===== config.mk =====
export PLATFORM = sky130hd
export DESIGN_NAME = dmux18_rr_sched
export DESIGN_NICKNAME = d
export VERILOG_FILES = /design/src/rtl/dmux18_pkg.sv /design/src/rtl/rr_pick8.sv /design/src/rtl/dmux18_rr_sched.sv
export SDC_FILE = /design/constraint.sdc
export NUM_CORES = 1
export LEC_CHECK = 0
export BUFFER_PORTS_ARGS = -buffer_cell sky130_fd_sc_hd__buf_2
export CAP_MARGIN = 20
export CORE_UTILIZATION = 40
export DETAILED_ROUTE_END_ITERATION = 7
export HOLD_SLACK_MARGIN = 0.06
export PLACE_DENSITY_LB_ADDON = 0.1
export SLEW_MARGIN = 30
export SYNTH_ARGS = -nofsm -noshare
export SYNTH_HDL_FRONTEND = slang
export SYNTH_SLANG_ARGS = --single-unit
export TNS_END_PERCENT = 50

===== constraint.sdc =====
create_clock -name clk -period 5.67 [get_ports clk]
set_input_delay 1.134 -clock clk [delete_from_list [all_inputs] [get_ports clk]]
set_output_delay 1.134 -clock clk [all_outputs]
set_load 0.02 [all_outputs]

===== src/rtl/dmux18_pkg.sv =====
// ============================================================================
// Module      : dmux18_pkg
// Description : Shared types and constants for the round-robin demux scheduler.
// Revision    : 1.0 - initial release
// ============================================================================
`default_nettype none

package dmux18_pkg;

    localparam int N_DEST = 8;
    localparam int SEL_W  = 3;

    typedef enum logic [0:0] {
        ST_IDLE = 1'b0,
        ST_XFER = 1'b1
    } state_e;

endpackage

`default_nettype wire


===== src/rtl/rr_pick8.sv =====
// ============================================================================
// Module      : rr_pick8
// Description : Combinational 8-way round-robin picker (rotate, encode, un-rotate).
// Revision    : 1.0 - initial release
// ============================================================================
`default_nettype none

module rr_pick8
    import dmux18_pkg::*;
(
    input  logic [N_DEST-1:0] req,
    input  logic [SEL_W-1:0]  ptr,
    output logic [SEL_W-1:0]  idx,
    output logic              any
);

    logic [N_DEST-1:0] w_rot;
    logic [SEL_W-1:0]  w_enc;

    // Rotating right by ptr puts the highest-priority requester at bit 0.
    assign w_rot = N_DEST'({req, req} >> ptr);

    always_comb begin
        w_enc = '0;
        for (int i = N_DEST - 1; i >= 0; i--) begin
            if (w_rot[i]) begin
                w_enc = SEL_W'(i);
            end
        end
    end

    assign idx = w_enc + ptr;
    assign any = |req;

endmodule

`default_nettype wire


===== src/rtl/dmux18_rr_sched.sv =====
// ============================================================================
// Module      : dmux18_rr_sched
// Description : Round-robin burst scheduler driving a registered 1x8 demux.
// Revision    : 1.0 - initial release
// ============================================================================
`default_nettype none

module dmux18_rr_sched
    import dmux18_pkg::*;
#(
    parameter int N_DEST = 8,
    parameter int BURST  = 4
) (
    input  logic              clk,
    input  logic              rst,
    input  logic [N_DEST-1:0] req,
    input  logic              din_valid,
    input  logic              din,
    output logic              din_ready,
    output logic [SEL_W-1:0]  sel,
    output logic              en,
    output logic [N_DEST-1:0] y,
    output logic [N_DEST-1:0] gnt,
    output logic              done
);

    localparam int              CNT_W  = $clog2(BURST + 1);
    localparam logic [CNT_W-1:0] C_LAST = CNT_W'(BURST - 1);

    localparam logic [0:0] S_IDLE = ST_IDLE;
    localparam logic [0:0] S_XFER = ST_XFER;

    logic [0:0]        r_state;
    logic [SEL_W-1:0]  r_ptr;
    logic [CNT_W-1:0]  r_cnt;
    logic [SEL_W-1:0]  r_sel;
    logic              r_en;
    logic [N_DEST-1:0] r_y;
    logic [N_DEST-1:0] r_gnt;
    logic              r_done;
    logic              r_din_ready;

    logic [SEL_W-1:0]  w_idx;
    logic              w_any;
    logic              w_beat;
    logic              w_last;
    logic              w_req_sel;

    rr_pick8 u_pick (
        .req (req),
        .ptr (r_ptr),
        .idx (w_idx),
        .any (w_any)
    );

    assign w_beat    = din_valid & r_din_ready;
    assign w_last    = w_beat & (r_cnt == C_LAST);
    assign w_req_sel = req[r_sel];

    always_ff @(posedge clk or posedge rst) begin
        if (rst) begin
            r_state     <= S_IDLE;
            r_ptr       <= '0;
            r_cnt       <= '0;
            r_sel       <= '0;
            r_en        <= 1'b0;
            r_y         <= '0;
            r_gnt       <= '0;
            r_done      <= 1'b0;
            r_din_ready <= 1'b0;
        end else if (r_state == S_IDLE) begin
            r_en   <= 1'b0;
            r_y    <= '0;
            r_done <= 1'b0;
            if (w_any) begin
                r_state     <= S_XFER;
                r_sel       <= w_idx;
                r_cnt       <= '0;
                r_gnt       <= N_DEST'(1) << w_idx;
                r_din_ready <= 1'b1;
            end
        end else begin
            if (w_beat) begin
                r_y   <= {{(N_DEST-1){1'b0}}, din} << r_sel;
                r_en  <= 1'b1;
                r_cnt <= r_cnt + CNT_W'(1);
            end else begin
                r_y  <= '0;
                r_en <= 1'b0;
            end
            // Completion and abort share one exit; a final beat wins over a req drop.
            if (w_last || !w_req_sel) begin
                r_state     <= S_IDLE;
                r_done      <= 1'b1;
                r_ptr       <= r_sel + SEL_W'(1);
                r_cnt       <= '0;
                r_gnt       <= '0;
                r_din_ready <= 1'b0;
            end else begin
                r_done <= 1'b0;
            end
        end
    end

    assign din_ready = r_din_ready;
    assign sel       = r_sel;
    assign en        = r_en;
    assign y         = r_y;
    assign gnt       = r_gnt;
    assign done      = r_done;

endmodule

`default_nettype wire


# ---- After elaboration in Yosys (flattened, before gate mapping)
# Index checks and enable logic that the tools add are counted.
dict set report totals {
  input_bits 12
  reg_bits 29
  output_inout_bits 22
  elab_cells 59
}
dict set report classes {
  reduce_logical 8
  order_cmp 1
  n_mux 29
  eq_ne 3
  n_addsub 3
  n_shift 3
  n_bitwise 3
}
# op count
set ops {}
lappend ops {{$mux W8} 5}
lappend ops {{$mux W3} 12}
lappend ops {{$shr A16 B3 Y8} 1}
lappend ops {{$mux W1} 11}
lappend ops {{$reduce_and A2 Y1} 4}
lappend ops {{$reduce_or A8 Y1} 1}
lappend ops {{$shl A1 B3 Y8} 1}
lappend ops {{$shl A1 B3 Y8 const A} 1}
lappend ops {{$add A3 B1 Y3 const B} 2}
lappend ops {{$lt A3 B4 Y1 const B} 1}
lappend ops {{$add A3 B3 Y3} 1}
lappend ops {{$bmux W1 S3} 1}
lappend ops {{$eq A3 B2 Y1 const B} 1}
lappend ops {{$ne A3 B1 Y1 const B} 1}
lappend ops {{$and A1 B1 Y1} 2}
lappend ops {{$ne A2 B1 Y1 const B} 1}
lappend ops {{$reduce_bool A2 Y1} 1}
lappend ops {{$logic_not A1 Y1} 1}
lappend ops {{$logic_or A1 B1 Y1} 1}
lappend ops {{$not A1 Y1} 1}

# ---- Logic depth before layout (Yosys ltp)
# Gate-level depths: netlist of the first run.
dict set report logic_depth {
  word_depth 13
  depth_mapped 14
  depth_no_buf 12
}

# ---- Cells and area by module
# A second synthesis of the first run with hierarchy kept.
dict set report unflattened {
  cells_unflattened 169
  hier_area_um2 1831.8
}
# mod cells_per_inst n_inst seq_area_each_um2 area_each_um2
set modules_own_cells {}
lappend modules_own_cells {dmux18_rr_sched 119 1 725.7 1312.5}
lappend modules_own_cells {rr_pick8 50 1 0.0 519.2}

# ---- Worst setup path before layout of the first run
# OpenSTA, ideal clock, no wires.
dict set report synth_path {
  path_type {input port to flip-flop}
  start {input req[7]}
  end {register r_gnt[4] (netlist: gnt[4])}
  required_ps 5534
  setup_ps 136
  cell_stages 12
  slack_ps 2282
  arrival_ps 3252
  path_buffers 0
  path_cell_list {mux2_2 > mux2i_1 > o311ai_0 > a21oi_1 > o21ai_0 > a21oi_1 > ha_1 > inv_1 > fa_1 > xnor2_1 > xnor2_1 > o31ai_1}
}
dict set report synth_between {
  elab_chain_cells 13
  word_cells_on_any_way 21
  classes_between {add/sub (1); eq/ne (1); shift (2); mux (12); reduce/logical (5)}
}
# item line_no
set synth_rtl {}
lappend synth_rtl {{start, declared} dmux18_rr_sched.sv:16} ;# input logic [N_DEST-1:0] req,
lappend synth_rtl {{$shr A16 B3 Y8} rr_pick8.sv:21} ;# assign w_rot = N_DEST'({req, req} >> ptr);
lappend synth_rtl {{$mux W3 (8 in series)} rr_pick8.sv:26} ;# if (w_rot[i]) begin
lappend synth_rtl {{$add A3 B3 Y3} rr_pick8.sv:32} ;# assign idx = w_enc + ptr;
lappend synth_rtl {{$shl A1 B3 Y8} dmux18_rr_sched.sv:79} ;# r_gnt <= N_DEST'(1) << w_idx;
lappend synth_rtl {{$mux W8} dmux18_rr_sched.sv:75} ;# if (w_any) begin
lappend synth_rtl {{$mux W8} dmux18_rr_sched.sv:71} ;# end else if (r_state == S_IDLE) begin
lappend synth_rtl {{end signal, assigned} dmux18_rr_sched.sv:79}
lappend synth_rtl {{end, declared} dmux18_rr_sched.sv:39} ;# logic [N_DEST-1:0] r_gnt;
# Several ways; a longest one is shown, not always the timed one. The select of a mux whose other input is x is not followed.
# A chain may end at the register's enable or synchronous reset.

# ---- Final worst setup path of the first run
dict set report layout_path {
  start {input req[7]}
  end {register r_gnt[7] (netlist: gnt[7])}
}
# Same word-level chain as after synthesis.

==> results of run 1 <==
area by class of cell:
type	instances	area [µm²]	area share
Tap cell	52	65.1	0.0303
Inverter	11	46.3	0.0216
Sequential cell	29	726	0.338
Timing Repair Buffer	34	173	0.0805
Multi-Input combinational cell	130	1050	0.489
Clock buffer	7	86.3	0.0403
layout by cell type, fill, tap and decap left out, types with 2 or more instances in the layout:
cell	netlist	layout
buf_2	2	33
dfrtp_1	29	29
o21ai_0	10	10
clkbuf_8	0	6
nand3_1	9	9
a32o_1	2	2
a21oi_1	10	10
inv_1	9	8
mux4_2	8	8
mux2_2	6	6
ha_1	4	4
nand2_1	16	16
xnor2_1	2	2
inv_2	1	2
o31ai_1	4	4
nor4_1	5	5
mux4_1	3	3
nor2_1	14	14
mux2i_1	12	12
nand2b_1	5	5
nor3_1	3	3
xor2_1	2	2
power by group:
part / internal, mW / leakage (nW) / total (mW) / switching (mW)
logic: 0.296 / 0.594 / 0.694 / 0.398
clock network: 0.0960 / 0.0443 / 0.164 / 0.0681
registers: 0.268 / 0.382 / 0.382 / 0.114
total: 0.660 / 1.02 / 1.24 / 0.580
flip-flops by register name, indices dropped and copies added (netlist names):
signal / count
y: 8
done: 1
din_ready: 1
en: 1
r_ptr: 3
sel: 3
gnt: 8
r_cnt: 3
r_state: 1
layer usage:
| metal | wire (µm) | track usage |
|---|---|---|
| met5 | 0 | 0 |
| met1 | 1910 | 0.242 |
| met3 | 220 | 0.0418 |
| met4 | 8 | 0.0467 |
| met2 | 1990 | 0.280 |
worst max-delay path, cell delays in order:
cell      delay [ps]
buf_2            140
mux2_2           280
mux2i_1          250
o311ai_0         210
a21oi_1          180
o21ai_0          100
a21oi_1          160
ha_1             170
inv_1             50
fa_1             370
xnor2_1          170
xnor2_1          480
o31ai_1          140
stage by stage:
step | area, µm² | utilization | setup WS [ps] | hold WS (ps)
after CTS | 2140 | 0.486 | 1990 | 483
after global placement | 2060 | 0.466 | 1840 | 461
final | 2140 | 0.486 | 1960 | 481
after detailed placement | 2060 | 0.466 | 1710 | 470
after global routing | 2140 | 0.486 | 1730 | 536
after floorplan | 1870 | - | 2280 | 450
kinds of logic after synthesis:
kind of cell               after synthesis  synth area share
AOI/OAI and AO/OA                       35             0.122
buffers and inverters                   22            0.0521
and+or+nand+nor                         57             0.143
xor gates and xnor gates                 4            0.0187
adders and majority gates                5            0.0374
muxes                                   29             0.239
DFF                                     29             0.388
worst min path at each step:
stage | startpoint | end | cells after the start
final | r_cnt[2]$_DFFE_PP0P_ | r_cnt[2]$_DFFE_PP0P_ | 2
after global routing | r_cnt[0]$_DFFE_PP0P_ | r_cnt[0]$_DFFE_PP0P_ | 1
after CTS | r_cnt[2]$_DFFE_PP0P_ | r_cnt[2]$_DFFE_PP0P_ | 2
after detailed placement | r_cnt[2]$_DFFE_PP0P_ | r_cnt[2]$_DFFE_PP0P_ | 2
after global placement | r_cnt[2]$_DFFE_PP0P_ | r_cnt[2]$_DFFE_PP0P_ | 2
after floorplan | r_cnt[2]$_DFFE_PP0P_ | r_cnt[2]$_DFFE_PP0P_ | 2
==> impl_metrics.ini, run 1 <==
[status]
status = finished, final reports clean

[floorplan]
die-area_mm2 = 0.00496
std_cell_rows = 24
io_pins = 34
initial_utilization = 0.424
dieHeight_um = 70.4
fp.dieW_um = 70.4
coreArea_mm2 = 0.00441

[synthesis]
synthArstFlopShare = 1.00
synth_flop_cell = dfrtp_1
syn_nets = 198
syn_area_per_cell_um2 = 10.3
synth_cell_types = 40
synth_edf_count = 0
synth_seq_cells = 29
yosysWarnings = 0
syn_area_mm2 = 0.00187
synth_commonest_cells = 29 x dfrtp_1, 16 x nand2_1, 14 x nor2_1, 12 x mux2i_1
synth_most_common_cell = dfrtp_1
synth_seq_area_share = 0.388
synth_top_area_cell = dfrtp_1
synth_cells = 181
synth_area_leaders = dfrtp_1 39%, mux4_2 9.6%, mux2i_1 6.4%, mux4_1 4.2%, mux2_2 3.6%
synth_top_cell_area_share = 0.388

[cells_and_area]
finalNetCount = 228
area_delta_synth_final_pct = 14.6
diodes = 0
drive_gt1_frac = 0.280
final_cell_count_no_fill = 263
fillCellCount = 422

[timing]
fmax_mhz = 270
fin_crit_ps = 3710
min_period_over_period = 0.654
finClkSkew_ps = 4.72
setup_violations = 0
slew_headroom = 0.480
final-max-slew-violation-count = 0
worst_slew_pin_slew_ps = 779
tns_ps = 0
hold_viol_final = 0
rsz0062_at_grt = no

[run]
maxCapViolations = 0

[detailed_routing]
drc = 0
dr_total_vias = 1500
firstDrtPassIters = 4
viasPerCell = 5.70
drt_wl_total_um = 4130
wl_per_cell_um = 15.7
drtAntennaViolNets = 0
drtIter0Drc = 110

[clock_network]
post_cts_buffers = 0
cts_root_buf = clkbuf_8
ctsResizeCount = 0
tritoncts = built
cts_hold_buf = 0
numCtsBuffers = 5
clock-sinks = 29
clock_path_buffers = 2
cts_htree_levels = 2
clk_pin_slew_worst_paths_ps = 60
worstSkewPairLatency_ps = 270

[global_routing]
antenna_found_initial = 0
grt_pass1_wl_um = 6920
grt_overflow_total = 0
grtUsageTotal = 0.177
grt_max_degree = 30
first_global_vias = 1438

[setup_path]
r2r-end = gnt[7]$_DFFE_PP0P_
crit_fanout = 7
endpoint_kind = register
reg2reg_depth = 12
reg2reg_slack_ps = 1970
worstSetupStartpointType = input pin
crit_path_end = gnt[7]$_DFFE_PP0P_
arrival_ps = 3830
reg2reg_from = r_ptr[1]$_DFFE_PP0P_
worstSetupStartpoint = req[7]
critPathRequiredTime_ps = 5790
criticalPathCategory = in2reg

[min_path]
hp-class = reg2reg

[place]
dp.final_hpwl_um = 3100
place_inst = 256
gp_congestion = 0.850
io_buffer_count = 33

[power]
leakagePower_nw = 1.02
power_mw = 1.24
p_per_area_mw_per_mm2 = 578
vdd_drop_max_mv = 0.251
Power figures use the tool's default switching activity.
==> run 2, diff against run 1 <==
ABC_AREA = 1   (was not set)
clock period = 3.9 ns   (was 5.67 ns; I/O delays follow)
==> run 2 against run 1 <==
Synthesized cell count increased by 29%. Sequential share of layout area is 0.24 points higher. Non-clock buffer count fell by 1. Worst hold slack worse by 6.6 ps. Sequential power is 35% higher. Count of clock-buffer cells in the layout fell by 2. Sequential cell count unchanged.
==> impl_metrics.ini, run 2 <==
[status]
status = finished, final reports clean

[min_path]
hp-class = reg2reg
holdPathStages = 2
hold_start = gnt[1]$_DFFE_PP0P_
whs_endpoint = gnt[1]$_DFFE_PP0P_

[synthesis]
synth_cells = 233
synth_most_common_cell = nand2_1
syn_area_per_cell_um2 = 7.93
synth_top_family_by_area = simple AND/OR/NAND/NOR gates
synth_top_area_cell = dfrtp_1
synthXorXnorAreaFrac = 0.00949
yosysWarnings = 0
synth_area_leaders = dfrtp_1 39%, nand2_1 15%, nand3_2 6.5%, nand3_1 6.2%, nand2_2 4.7%
syn_area_mm2 = 0.00185
synth_edf_count = 0
synth_compound_area_frac = 0.0508
synth.area.mux_share = 0
synth_seq_cells = 29
synth_flop_cell = dfrtp_1
synthAdderAreaFrac = 0.0379
synth_seq_area_share = 0.393
synth_commonest_cells = 76 x nand2_1, 29 x dfrtp_1, 23 x nand3_1, 17 x nor2_1
syn_nets = 250
synth_top_cell_area_share = 0.393
synth_cell_types = 29
synthArstFlopShare = 1.00
yosys.area_share.simple = 0.449

[global_routing]
grt_max_degree = 30
first_global_vias = 1566
grt_pass1_wl_um = 7020
gr-usage-met1 = 0.253
grtUsageTotal = 0.181
antenna_found_initial = 0
met3_usage = 0.0418
grtUsageMet2 = 0.276
grt_overflow_total = 0
top_usage_layer = met2

[place]
io_buffer_count = 33
dp.final_hpwl_um = 2990
place_inst = 315
dp_slack_ps = 652
gp_congestion = 0.784

[setup_path]
endpoint_kind = register
criticalPathCategory = reg2reg
reg2reg_from = r_ptr[0]$_DFFE_PP0P_
reg2reg_slack_ps = 830
r2r-end = gnt[0]$_DFFE_PP0P_
crit_chain = nand2_1, nand3_2, nand3_1, nand2_1, nand3_1, nand2_1, nand2_1, nand2_1, nand2_1, a21boi_0, ha_1, inv_1, fa_1, xor2_1, inv_1, nand3_4, nand2_4, nand3_1, nand2_1
reg2reg_depth = 19
critPathMostFrequentCell = nand2_1
arrival_ps = 3240
cpMaxStageDelayCell = dfrtp_1
worstSetupStartpointType = register
critPathRequiredTime_ps = 4070
crit_path_max_incr_delay_ps = 680
crit_fanout = 11

[power]
pwr-share-comb = 0.607
vdd_drop_max_mv = 0.418
p_per_area_mw_per_mm2 = 904
switching_share = 0.530
seqPwrFrac = 0.267
clkPwrFrac = 0.126
internal_power_mw = 0.906
power.switching_mw = 1.02
leakagePower_nw = 1.15
power_mw = 1.93

[detailed_routing]
drt_wl_total_um = 3980
viasPerCell = 4.91
drtIter0Drc = 105
dr_total_vias = 1587
firstDrtPassIters = 4
drc = 0
wl_per_cell_um = 12.3
drtAntennaViolNets = 0

[floorplan]
die-area_mm2 = 0.00489
fp.dieW_um = 69.9
io_pins = 34
coreArea_mm2 = 0.00438
std_cell_rows = 24
dieHeight_um = 69.9
initial_utilization = 0.421

[clock_network]
post_cts_buffers = 0
ctsResizeCount = 0
worstSkewPairLatency_ps = 280
clock_path_buffers = 2
numCtsBuffers = 5
clock-sinks = 29
tritoncts = built
cts_root_buf = clkbuf_8
cts_hold_buf = 0
clk_pin_slew_worst_paths_ps = 70
cts_htree_levels = 2

[timing]
setup_violations = 0
fin_crit_ps = 3070
final-max-slew-violation-count = 0
timing.hold.ws_ps = 475
finClkSkew_ps = 5.94
slew_headroom = 0.590
min_period_over_period = 0.787
rsz0062_at_grt = no
hold_viol_final = 0
fmax_mhz = 326
worst_slew_pin_slew_ps = 615
tns_ps = 0
setup_slack_ps = 830

[cells_and_area]
drive_gt1_frac = 0.310
finalNetCount = 287
diodes = 0
fillCellCount = 455
register_area_um2 = 726
layout_commonest_cell = nand2_1
area_delta_synth_final_pct = 15.3
multi_input_area_mm2 = 0.00101
layout_common_cells = 76 x nand2_1, 33 x buf_2, 29 x dfrtp_1
final_cell_count_no_fill = 323

[run]
maxCapViolations = 0
==> run 2: changes by cell type after synthesis, sizes merged, moves of 3 or more <==
cell    previous run  this run
nand2             16        94
nand3              9        36
mux2i             12         0
mux4              11         0
a21oi             10         0
nor2              14        23
clkbuf             7         0
inv               11        18
mux2               6         0
nand2b             5         0
o31ai              4         0
nor4               5         2
==> run 2: critical path, delay by kind of cell, from the launching register on <==
family                   cells  cell delay (ps)
buffers and inverters        2              170
AND/OR/NAND/NOR             13             1100
XOR/XNOR                     1              280
AO/OA/AOI/OAI                1              170
flip-flops                   1              680
adder cells (fa/ha/maj)      2              540
==> run 2: cell families after synthesis <==
family	after synthesis
fa+ha+maj	5
buf+inv	21
flops	29
xor+xnor	2
compound gates	16
simple gates	160
==> run 2: stage by stage <==
step,area (µm²),util
6_report,2130,0.486
5_1_grt,2130,0.486
4_1_cts,2130,0.486
3_5_place_dp,2040,0.466
3_3_place_gp,2040,0.466
2_1_floorplan,1850,-
==> run 2: how the worst max path moves through the flow <==
| stage | from | to | slack (ps) | cells past startpoint |
|---|---|---|---|---|
| finish | r_ptr[0]$_DFFE_PP0P_ | gnt[0]$_DFFE_PP0P_ | 830 | 19 |
| global route | r_ptr[0]$_DFFE_PP0P_ | gnt[0]$_DFFE_PP0P_ | 480 | 19 |
| CTS | r_ptr[0]$_DFFE_PP0P_ | gnt[0]$_DFFE_PP0P_ | 820 | 19 |
| detailed placement | req[2] | gnt[3]$_DFFE_PP0P_ | 650 | 20 |
| global placement | req[4] | gnt[0]$_DFFE_PP0P_ | 690 | 20 |
| floorplan | req[2] | gnt[0]$_DFFE_PP0P_ | 1070 | 19 |
==> run 2: layout make-up <==
class                      count  area share
timing repair buffer          33      0.0776
tap                           52      0.0306
multi-input combinational    183       0.474
clock inverter                 3     0.00823
sequential                    29       0.341
clock buffer                   5      0.0323
inverter                      18      0.0364
==> run 2: power by group through the flow <==
stage	Sequential, mW	Clock, mW	Combinational (mW)
detailed placement	0.519	0	1.17
finish	0.514	0.242	1.17
floorplan	0.530	0	0.935
global placement	0.520	0	1.17
global route	0.530	0.262	1.34
CTS	0.515	0.250	1.18
==> run 2: layer usage <==
layer	routed length (µm)	vias to the layer above
li1	-	825
met1	2050	734
met2	1750	24
met3	142	4
met4	41	0
met5	0	-
